`src/rtl/checkers_pkg.sv`:
```
`default_nettype none
// ============================================================================
//  Module      : checkers_pkg
//  Description : Shared types and helpers for the checkers move generator.
//                Direction encoding, FSM state encoding, default board edge
//                length and a helper giving the playable-square count.
//  Revision    : 1.0  initial release
// ============================================================================
package checkers_pkg;

    // Default board edge length (standard 8x8 checkers board).
    localparam int c_default_side = 8;

    // Direction order used by the sweep: down-left, down-right, up-left,
    // up-right. Bit 1 set means "toward row 0".
    typedef enum logic [1:0] {
        DIR_DL = 2'd0,
        DIR_DR = 2'd1,
        DIR_UL = 2'd2,
        DIR_UR = 2'd3
    } dir_e;

    typedef enum logic [1:0] {
        ST_IDLE = 2'd0,
        ST_SCAN = 2'd1,
        ST_DONE = 2'd2
    } state_e;

    // Number of playable (dark) squares on a SIDE x SIDE board.
    function automatic int squares(input int side);
        return (side * side) / 2;
    endfunction

endpackage
`default_nettype wire

```
`src/rtl/diag_shift.sv`:
```
`default_nettype none
// ============================================================================
//  Module      : diag_shift
//  Description : Generic diagonal neighbour gather. For every playable square
//                i, nb[i] = x[neighbour_dir(i)], or 0 when the neighbour lies
//                off the board. Purely combinational.
//  Ports       : x   [N] in  - source bitboard
//                dir [2] in  - direction (DL, DR, UL, UR)
//                nb  [N] out - bitboard gathered from the diagonal neighbour
//  Revision    : 1.0  initial release
// ============================================================================
module diag_shift
    import checkers_pkg::*;
#(
    parameter int SIDE = c_default_side
) (
    input  logic [squares(SIDE)-1:0] x,
    input  logic [1:0]               dir,
    output logic [squares(SIDE)-1:0] nb
);

    localparam int c_h = SIDE / 2;
    localparam int c_n = squares(SIDE);

    for (genvar g = 0; g < c_n; g++) begin : g_sq
        localparam int c_r    = g / c_h;
        localparam int c_c    = g % c_h;
        localparam bit c_even = ((c_r % 2) == 0);

        // Existence of each neighbour; index is clamped to 0 when absent so
        // that the constant select always stays in range.
        localparam bit c_has_dl = (c_r <= SIDE - 2) && (!c_even || (c_c >= 1));
        localparam bit c_has_dr = (c_r <= SIDE - 2) && ( c_even || (c_c <= c_h - 2));
        localparam bit c_has_ul = (c_r >= 1)        && (!c_even || (c_c >= 1));
        localparam bit c_has_ur = (c_r >= 1)        && ( c_even || (c_c <= c_h - 2));

        localparam int c_nb_dl = !c_has_dl ? 0 : (c_even ? g + c_h - 1 : g + c_h);
        localparam int c_nb_dr = !c_has_dr ? 0 : (c_even ? g + c_h     : g + c_h + 1);
        localparam int c_nb_ul = !c_has_ul ? 0 : (c_even ? g - c_h - 1 : g - c_h);
        localparam int c_nb_ur = !c_has_ur ? 0 : (c_even ? g - c_h     : g - c_h + 1);

        logic [3:0] w_cand;

        assign w_cand[DIR_DL] = c_has_dl ? x[c_nb_dl] : 1'b0;
        assign w_cand[DIR_DR] = c_has_dr ? x[c_nb_dr] : 1'b0;
        assign w_cand[DIR_UL] = c_has_ul ? x[c_nb_ul] : 1'b0;
        assign w_cand[DIR_UR] = c_has_ur ? x[c_nb_ur] : 1'b0;

        assign nb[g] = w_cand[dir];
    end

endmodule
`default_nettype wire

```
`src/rtl/move_mask_gen.sv`:
```
`default_nettype none
// ============================================================================
//  Module      : move_mask_gen
//  Description : Sequential diagonal-move mask generator. Latches a board
//                snapshot on start, sweeps DL, DR, UL, UR one per clock and
//                reports which own squares have a legal slide and which have
//                a legal single jump.
//  Ports       : clock, reset (sync, active-high), start
//                own, opp, kings [N] in, side in
//                busy, done, slide_mask [N], jump_mask [N], any_jump out
//  Options     : MOVE_MASK_FORCED_CAPTURE_EN - when defined, slide_mask is
//                forced to zero whenever any jump exists (compulsory capture).
//  Revision    : 1.0  initial release
// ============================================================================
module move_mask_gen
    import checkers_pkg::*;
#(
    parameter int SIDE = c_default_side
) (
    input  logic                     clock,
    input  logic                     reset,
    input  logic                     start,
    input  logic [squares(SIDE)-1:0] own,
    input  logic [squares(SIDE)-1:0] opp,
    input  logic [squares(SIDE)-1:0] kings,
    input  logic                     side,
    output logic                     busy,
    output logic                     done,
    output logic [squares(SIDE)-1:0] slide_mask,
    output logic [squares(SIDE)-1:0] jump_mask,
    output logic                     any_jump
);

    localparam int c_n = squares(SIDE);

    state_e         r_state;
    state_e         w_state_nxt;
    logic [1:0]     r_dir;
    logic [c_n-1:0] r_own;
    logic [c_n-1:0] r_opp;
    logic [c_n-1:0] r_kings;
    logic           r_side;
    logic [c_n-1:0] r_slide_acc;
    logic [c_n-1:0] r_jump_acc;
    logic           r_busy;
    logic           r_done;
    logic [c_n-1:0] r_slide_mask;
    logic [c_n-1:0] r_jump_mask;
    logic           r_any_jump;

    logic [c_n-1:0] w_empty;
    logic [c_n-1:0] w_nb_empty;
    logic [c_n-1:0] w_opp_then_empty;
    logic [c_n-1:0] w_nb_jump;
    logic           w_fwd;
    logic [c_n-1:0] w_elig;
    logic           w_accept;
    logic [c_n-1:0] w_slide_final;

    assign w_empty = ~(r_own | r_opp);

    // A jump in direction d needs nb_d(opp) & nb_d(nb_d(empty)). Because the
    // gather is bitwise, that equals nb_d(opp & nb_d(empty)), so a second
    // shifter over the pre-masked vector covers both terms.
    assign w_opp_then_empty = r_opp & w_nb_empty;

    diag_shift #(.SIDE(SIDE)) u_shift_empty (
        .x   (w_empty),
        .dir (r_dir),
        .nb  (w_nb_empty)
    );

    diag_shift #(.SIDE(SIDE)) u_shift_jump (
        .x   (w_opp_then_empty),
        .dir (r_dir),
        .nb  (w_nb_jump)
    );

    // Down directions have dir[1]=0; they are forward when side=0.
    assign w_fwd  = (r_dir[1] == r_side);
    assign w_elig = w_fwd ? r_own : (r_own & r_kings);

    // busy stays high through the done cycle, while the state is already
    // IDLE; gating on it keeps a start in that cycle from being taken.
    assign w_accept = (r_state == ST_IDLE) && !r_busy && start;

`ifdef MOVE_MASK_FORCED_CAPTURE_EN
    assign w_slide_final = (|r_jump_acc) ? '0 : r_slide_acc;
`else
    assign w_slide_final = r_slide_acc;
`endif

    always_comb begin
        w_state_nxt = r_state;
        case (r_state)
            ST_IDLE: if (w_accept)      w_state_nxt = ST_SCAN;
            ST_SCAN: if (r_dir == 2'd3) w_state_nxt = ST_DONE;
            ST_DONE:                    w_state_nxt = ST_IDLE;
            default:                    w_state_nxt = ST_IDLE;
        endcase
    end

    always_ff @(posedge clock) begin
        if (reset) begin
            r_state      <= ST_IDLE;
            r_dir        <= 2'd0;
            r_own        <= '0;
            r_opp        <= '0;
            r_kings      <= '0;
            r_side       <= 1'b0;
            r_slide_acc  <= '0;
            r_jump_acc   <= '0;
            r_busy       <= 1'b0;
            r_done       <= 1'b0;
            r_slide_mask <= '0;
            r_jump_mask  <= '0;
            r_any_jump   <= 1'b0;
        end else begin
            r_state <= w_state_nxt;
            r_busy  <= (r_state != ST_IDLE);
            r_done  <= (r_state == ST_DONE);

            if (w_accept) begin
                r_own        <= own;
                r_opp        <= opp;
                r_kings      <= kings;
                r_side       <= side;
                r_slide_acc  <= '0;
                r_jump_acc   <= '0;
                r_dir        <= 2'd0;
                r_slide_mask <= '0;
                r_jump_mask  <= '0;
                r_any_jump   <= 1'b0;
            end

            if (r_state == ST_SCAN) begin
                r_slide_acc <= r_slide_acc | (w_elig & w_nb_empty);
                r_jump_acc  <= r_jump_acc  | (w_elig & w_nb_jump);
                r_dir       <= r_dir + 2'd1;
            end

            if (r_state == ST_DONE) begin
                r_slide_mask <= w_slide_final;
                r_jump_mask  <= r_jump_acc;
                r_any_jump   <= |r_jump_acc;
            end
        end
    end

    assign busy       = r_busy;
    assign done       = r_done;
    assign slide_mask = r_slide_mask;
    assign jump_mask  = r_jump_mask;
    assign any_jump   = r_any_jump;

endmodule
`default_nettype wire

```
`config.mk`:
```
export PLATFORM = sky130hd
export DESIGN_NAME = move_mask_gen
export DESIGN_NICKNAME = d
export VERILOG_FILES = /design/src/rtl/checkers_pkg.sv /design/src/rtl/diag_shift.sv /design/src/rtl/move_mask_gen.sv
export SDC_FILE = /design/constraint.sdc
export NUM_CORES = 1
export LEC_CHECK = 0
export CORE_ASPECT_RATIO = 1.5
export CORE_MARGIN = 4
export CORE_UTILIZATION = 40
export CTS_BUF_LIST = sky130_fd_sc_hd__clkbuf_4 sky130_fd_sc_hd__clkbuf_8 sky130_fd_sc_hd__clkbuf_16
export DETAILED_ROUTE_END_ITERATION = 8
export GPL_TIMING_DRIVEN = 0
export PLACE_DENSITY_LB_ADDON = 0.12
export SYNTH_ARGS = -nofsm -noshare
export SYNTH_HDL_FRONTEND = slang
export SYNTH_SLANG_ARGS = --single-unit
```
`constraint.sdc`:
```
create_clock -name clock -period 3.04 [get_ports clock]
set_clock_uncertainty 0.1 [all_clocks]
set_input_delay 0.76 -clock clock [delete_from_list [all_inputs] [get_ports clock]]
set_output_delay 0.76 -clock clock [all_outputs]
set_load 0.05 [all_outputs]
```
; Yosys cells after proc, flatten, opt, wreduce, memory -nomap -nowiden
; Cells that the tools add are included.
; W data, S select, Z words.
[op_classes]
n_addsub = 1
multipliers = 0
n_div = 0
order_cmp = 1
n_eq_ne = 6
n_shift = 0
n_mux = 141
n_bitwise = 8
reduce_logical = 9
[op_table]
columns = op, n
row1 = $mux W32, 6
row2 = $and A32 B32 Y32, 4
row3 = $bmux W1 S2, 64
row4 = $or A32 B32 Y32, 3
row5 = $mux W1, 66
row6 = $not A32 Y32, 1
row7 = $reduce_or A32 Y1, 1
row8 = $mux W2, 4
row9 = $reduce_bool A2 Y1, 3
row10 = $eq A2 B2 Y1 const B, 2
row11 = $ne A2 B2 Y1 const B, 2
row12 = $pmux W2 S2, 1
row13 = $lt A2 B3 Y1 const B, 1
row14 = $add A2 B1 Y2 const B, 1
row15 = $eq A2 B1 Y1 const B, 1
row16 = $logic_and A1 B1 Y1, 2
row17 = $logic_not A2 Y1, 1
row18 = $reduce_and A2 Y1, 1
row19 = $eq A1 B1 Y1, 1
row20 = $logic_not A1 Y1, 1
[totals]
ff_bits = 232
latchBits = 0
ram_bits = 0
romBits = 0
in_bits = 100
output_inout_bits = 67
wordCells = 179
memories = 0

; Longest topological paths before layout
[depth]
depth_word = 10
mapped_depth = 6
mapped_depth_nobuf = 4

; Cells and area by module
; From an unflattened synthesis, not the netlist that was laid out.
[hier_totals]
hier_cells = 983
area_unflattened_um2 = 9410.3
[modules_own_cells]
columns = module, instances, cells_per_inst, area_each_um2, seq_area_each_um2
row1 = move_mask_gen, 1, 843, 8116.5, 4644.5
row2 = diag_shift, 2, 70, 646.9, 0.0

; Worst setup path before layout
; Ideal clock, no wire load.
[synth_path]
path_kind = input to register
from = input reset
to = register r_jump_acc[7]
arrival_ps = 1803
setup_slack_ps = 1041
stages = 6
path_buffers = 2
path_cell_list = buf_2 -> or3b_1 -> buf_6 -> nor2_8 -> o211ai_4 -> o41ai_2
[synth_lines]
columns = item, line_no
row1 = "start, declared", move_mask_gen.sv:21  ; input logic reset,
row2 = "end signal, assigned", move_mask_gen.sv:138  ; r_jump_acc <= r_jump_acc | (w_elig & w_nb_jump);
row3 = "end, declared", move_mask_gen.sv:44  ; logic [c_n-1:0] r_jump_acc;

; Final worst setup path
[layout_path]
from = register r_busy, in the netlist busy
to = output busy
[layout_lines]
columns = item, line_no
row1 = "start, declared", move_mask_gen.sv:45  ; logic r_busy;
row2 = "start signal, assigned", move_mask_gen.sv:120  ; r_busy <= (r_state != ST_IDLE);
row3 = "end, declared", move_mask_gen.sv:27  ; output logic busy,
; No word-level cell between the ends.

==> flow_summary.ini <==
[run_status]
outcome = complete, no violations

[synthesis]
syn_avg_cell_area_um2 = 8.837
synth_mux_area_share_pct = 2.219
synth_top_family_by_area = compound AO/OA/AOI/OAI gates
compound_gate_portion_of_the_synthesized_area_pct = 24.20
synth-seq-cells = 232
syn_inst = 1053
synthDistinctLibCells = 60
main_area_contributors_after_synthesis = sky130_fd_sc_hd__dfxtp_1 (50%), sky130_fd_sc_hd__nand2_1 (10%), sky130_fd_sc_hd__a22o_1 (6.9%), sky130_fd_sc_hd__a21oi_1 (6.8%), sky130_fd_sc_hd__buf_2 (2.2%)
synth_edf_count = 0
dominant_register_cell_in_the_synthesized_netlist = sky130_fd_sc_hd__dfxtp_1
ys_async_rst_share_pct = 0
synth_simple_gate_area_share_pct = 18.65
synthesis.area_um2 = 9305
synth_nets = 1154
xor_xnor_share_of_the_synthesized_area_pct = 0.1748
yosys.area_share.adder_pct = 0.1345
yosysSeqAreaShare_pct = 49.91
netlist.top_cell.by_area = sky130_fd_sc_hd__dfxtp_1
synth_warnings = 0
synthDominantCellAreaShare_pct = 49.91

[worst_setup_path]
worstPathArrival_ns = 1.73
crit_path_max_incr_delay_ns = 0.82
timing.critical_path.max_delay_family = buffers and inverters
cell_by_cell_listing_of_the_critical_path = clkdlybuf4s50_1
cp-end-kind = output port
worst-path-max-fanout = 3
crit_path_start_kind = flip-flop
cp_slowest_cell = sky130_fd_sc_hd__clkdlybuf4s50_1
path_buf_inv = 1
required_ns = 2.18
path_class = reg -> out

[power]
pwr_density_nw_per_um2 = 586.4
vdd.ir_drop.worst_mv = 0.4923
p_leak_nw = 4.498

[drt]
routed_via_density = 5.562
drt_drc_violations_left = 0
vias = 8554
total_length_of_routed_wires_mm = 35.72
drt_first_pass_iters = 5
route.detailed.wl_per_inst_um = 23.22
ant_nets = 0
detailedRoute.firstIterationViolations = 553

[cts]
cts-root-buf = sky130_fd_sc_hd__clkbuf_16
post_cts_resized = 0
clk_pin_slew_worst_paths_ns = 0.06
cts_hold_repair.buffers = 0
cts_max_path_buffers = 3
cts_max_level = 1
clock-sinks = 232
clock_tree_from_tritoncts = built
post_cts.repair.setup_buffers = 0
cts-buffers-inserted = 23
worstSkewPairLatency_ns = 0.52

[floorplan]
die_w_um = 132.5
initial_utilization_pct = 40.51
die_y_um = 194.8
floorplan.die_area_um2 = 25820
fp-row-count = 68
floorplan.io_pins = 167
placeableCoreArea_um2 = 22970

[global_routing]
global_route.overflow_total = 0
groute.usage.overall_pct = 26.71
grt_pass1_vias = 8543
global_route_wire_length_before_repair_mm = 52.99
pin_count_of_the_biggest_net_entering_global_routing = 15
antenna_violations_before_repair = 0

[timing]
setup_total_negative_slack_ns = 0
rsz0062_at_grt = no
worst_pin_slew_ns = 0.7783
timing.final.crit_period_ns = 2.586
timing_hold_violations_final = 0
slew-limit-headroom_pct = 48.12
final-max-slew-violation-count = 0
period_share_pct = 85.07
achievable-frequency_ghz = 0.3867
finalSetupViolCount = 0

[placed_design]
gp_routability_congestion = 1.003
dpl_cell_area_um2 = 11310
io_buffers = 165
dp_hpwl_mm = 28.67

[flow_run]
drv.max_cap_violation_count = 0

[finish]
count_of_nets_after_finishing = 1344
layout-drive-gt1-share_pct = 9.141
area_growth_pct = 29.77
n_antenna_cell = 0
layout.filler_cells = 2228
fin_area_um2 = 12080
final_core_util_pct = 52.57

[worst_hold_path]
hold_path_class = reg -> reg
-- stage by stage --
stage / setup slack [ns] / hold slack, ns / instances / power (mW)
floorplan: 1.041 / 0.3160 / 1053 / 3.791
global placement: 0.3247 / 0.3367 / 1498 / 4.243
detailed placement: 0.3142 / 0.3450 / 1498 / 4.244
CTS: 0.4299 / 0.3547 / 1538 / 7.123
global route: 0.3933 / 0.3692 / 1538 / 7.335
finish: 0.4537 / 0.3518 / 1538 / 7.081
-- final timing paths --
kind | start | end | slack [ns] | depth (start not counted)
min | r_slide_acc[4]$_SDFFE_PP0P_ | r_slide_acc[4]$_SDFFE_PP0P_ | 0.35 | 2
min reg2reg | r_slide_acc[4]$_SDFFE_PP0P_ | r_slide_acc[4]$_SDFFE_PP0P_ | 0.35 | 2
max | busy$_SDFF_PP0_ | busy | 0.45 | 1
max reg2reg | r_dir[0]$_SDFFE_PP0P_ | r_jump_acc[8]$_SDFFE_PP0P_ | 0.58 | 5
-- area by class of cell --
cell class                 instances  area [um2]  share of cell area, %
sequential                       232        4644                  38.46
multi-input combinational        735        4223                  34.97
timing repair buffer             165        1652                  13.68
clock buffer                      32       668.1                  5.533
buffer                            79       411.6                  3.409
tap                              280       350.3                  2.901
clock inverter                     8       100.1                 0.8289
inverter                           7       26.28                 0.2176
-- cells in the mapped netlist (all sizes together), types with 2 or more instances --
library cell and number:
a21o 4, a21oi 126, o21ai 34, a311oi 11, o2111ai 6, a32oi 5, a211oi 2, inv 6
nor3b 4, buf 57, mux2 7, nand2b 4, o31ai 10, a221oi 2, mux2i 6, and3 8
nand3 7, and2 2, o32ai 4, nor2 43, nor4 8, a211o 3, a22o 73, o211ai 15
nor2b 9, o41ai 2, clkbuf 22, nand4 3, a31oi 5, nand2 257, nor4b 6, o211a 3
dfxtp 232, o21a 8, a32o 10, nor3 35, o32a 2, mux4 3
-- power by group --
group | internal [mW] | total (mW) | switching (mW)
Combinational | 0.346 | 0.931 | 0.585
Clock | 1.71 | 2.89 | 1.18
Sequential | 3.14 | 3.26 | 0.123
Total | 5.19 | 7.08 | 1.89
-- cell families after synthesis --
logic type,after synthesis
muxes,16
and+or+nand+nor,389
buffers and inverters,86
DFF,232
xor gates and xnor gates,1
AOI/OAI and AO/OA,328
adders and majority gates,1
-- registers in the layout, summed over array words and instances, names as in the netlist --
register and count:
r_own 32, r_dir 2, busy 1, r_opp 32
slide_mask 32, any_jump 1, done 1, r_state 2
r_side 1, jump_mask 32, r_jump_acc 32, r_kings 32
r_slide_acc 32
-- cells in the final DEF (no fill, tap or decap), drive strengths merged, types with 6 or more instances in the layout --
master	instances
nor2	43
mux2i	6
nor4	8
o31ai	10
nor3	35
a32o	10
a21oi	126
dfxtp	232
nor2b	9
clkbuf	54
buf	57
a311oi	11
nand3	7
and3	8
o21ai	34
o2111ai	6
mux2	7
o211ai	15
nand2	257
clkdlybuf4s50	165
a22o	73
inv	7
o21a	8
nor4b	6
-- metal layers --
metal / track usage [%] / part of all wire [%]
met1: 33.21 / 42
met3: 4.065 / 5.8
met2: 46.45 / 48
met5: 0 / 0
met4: 10.29 / 4.2
Power figures use the tool's default switching activity.
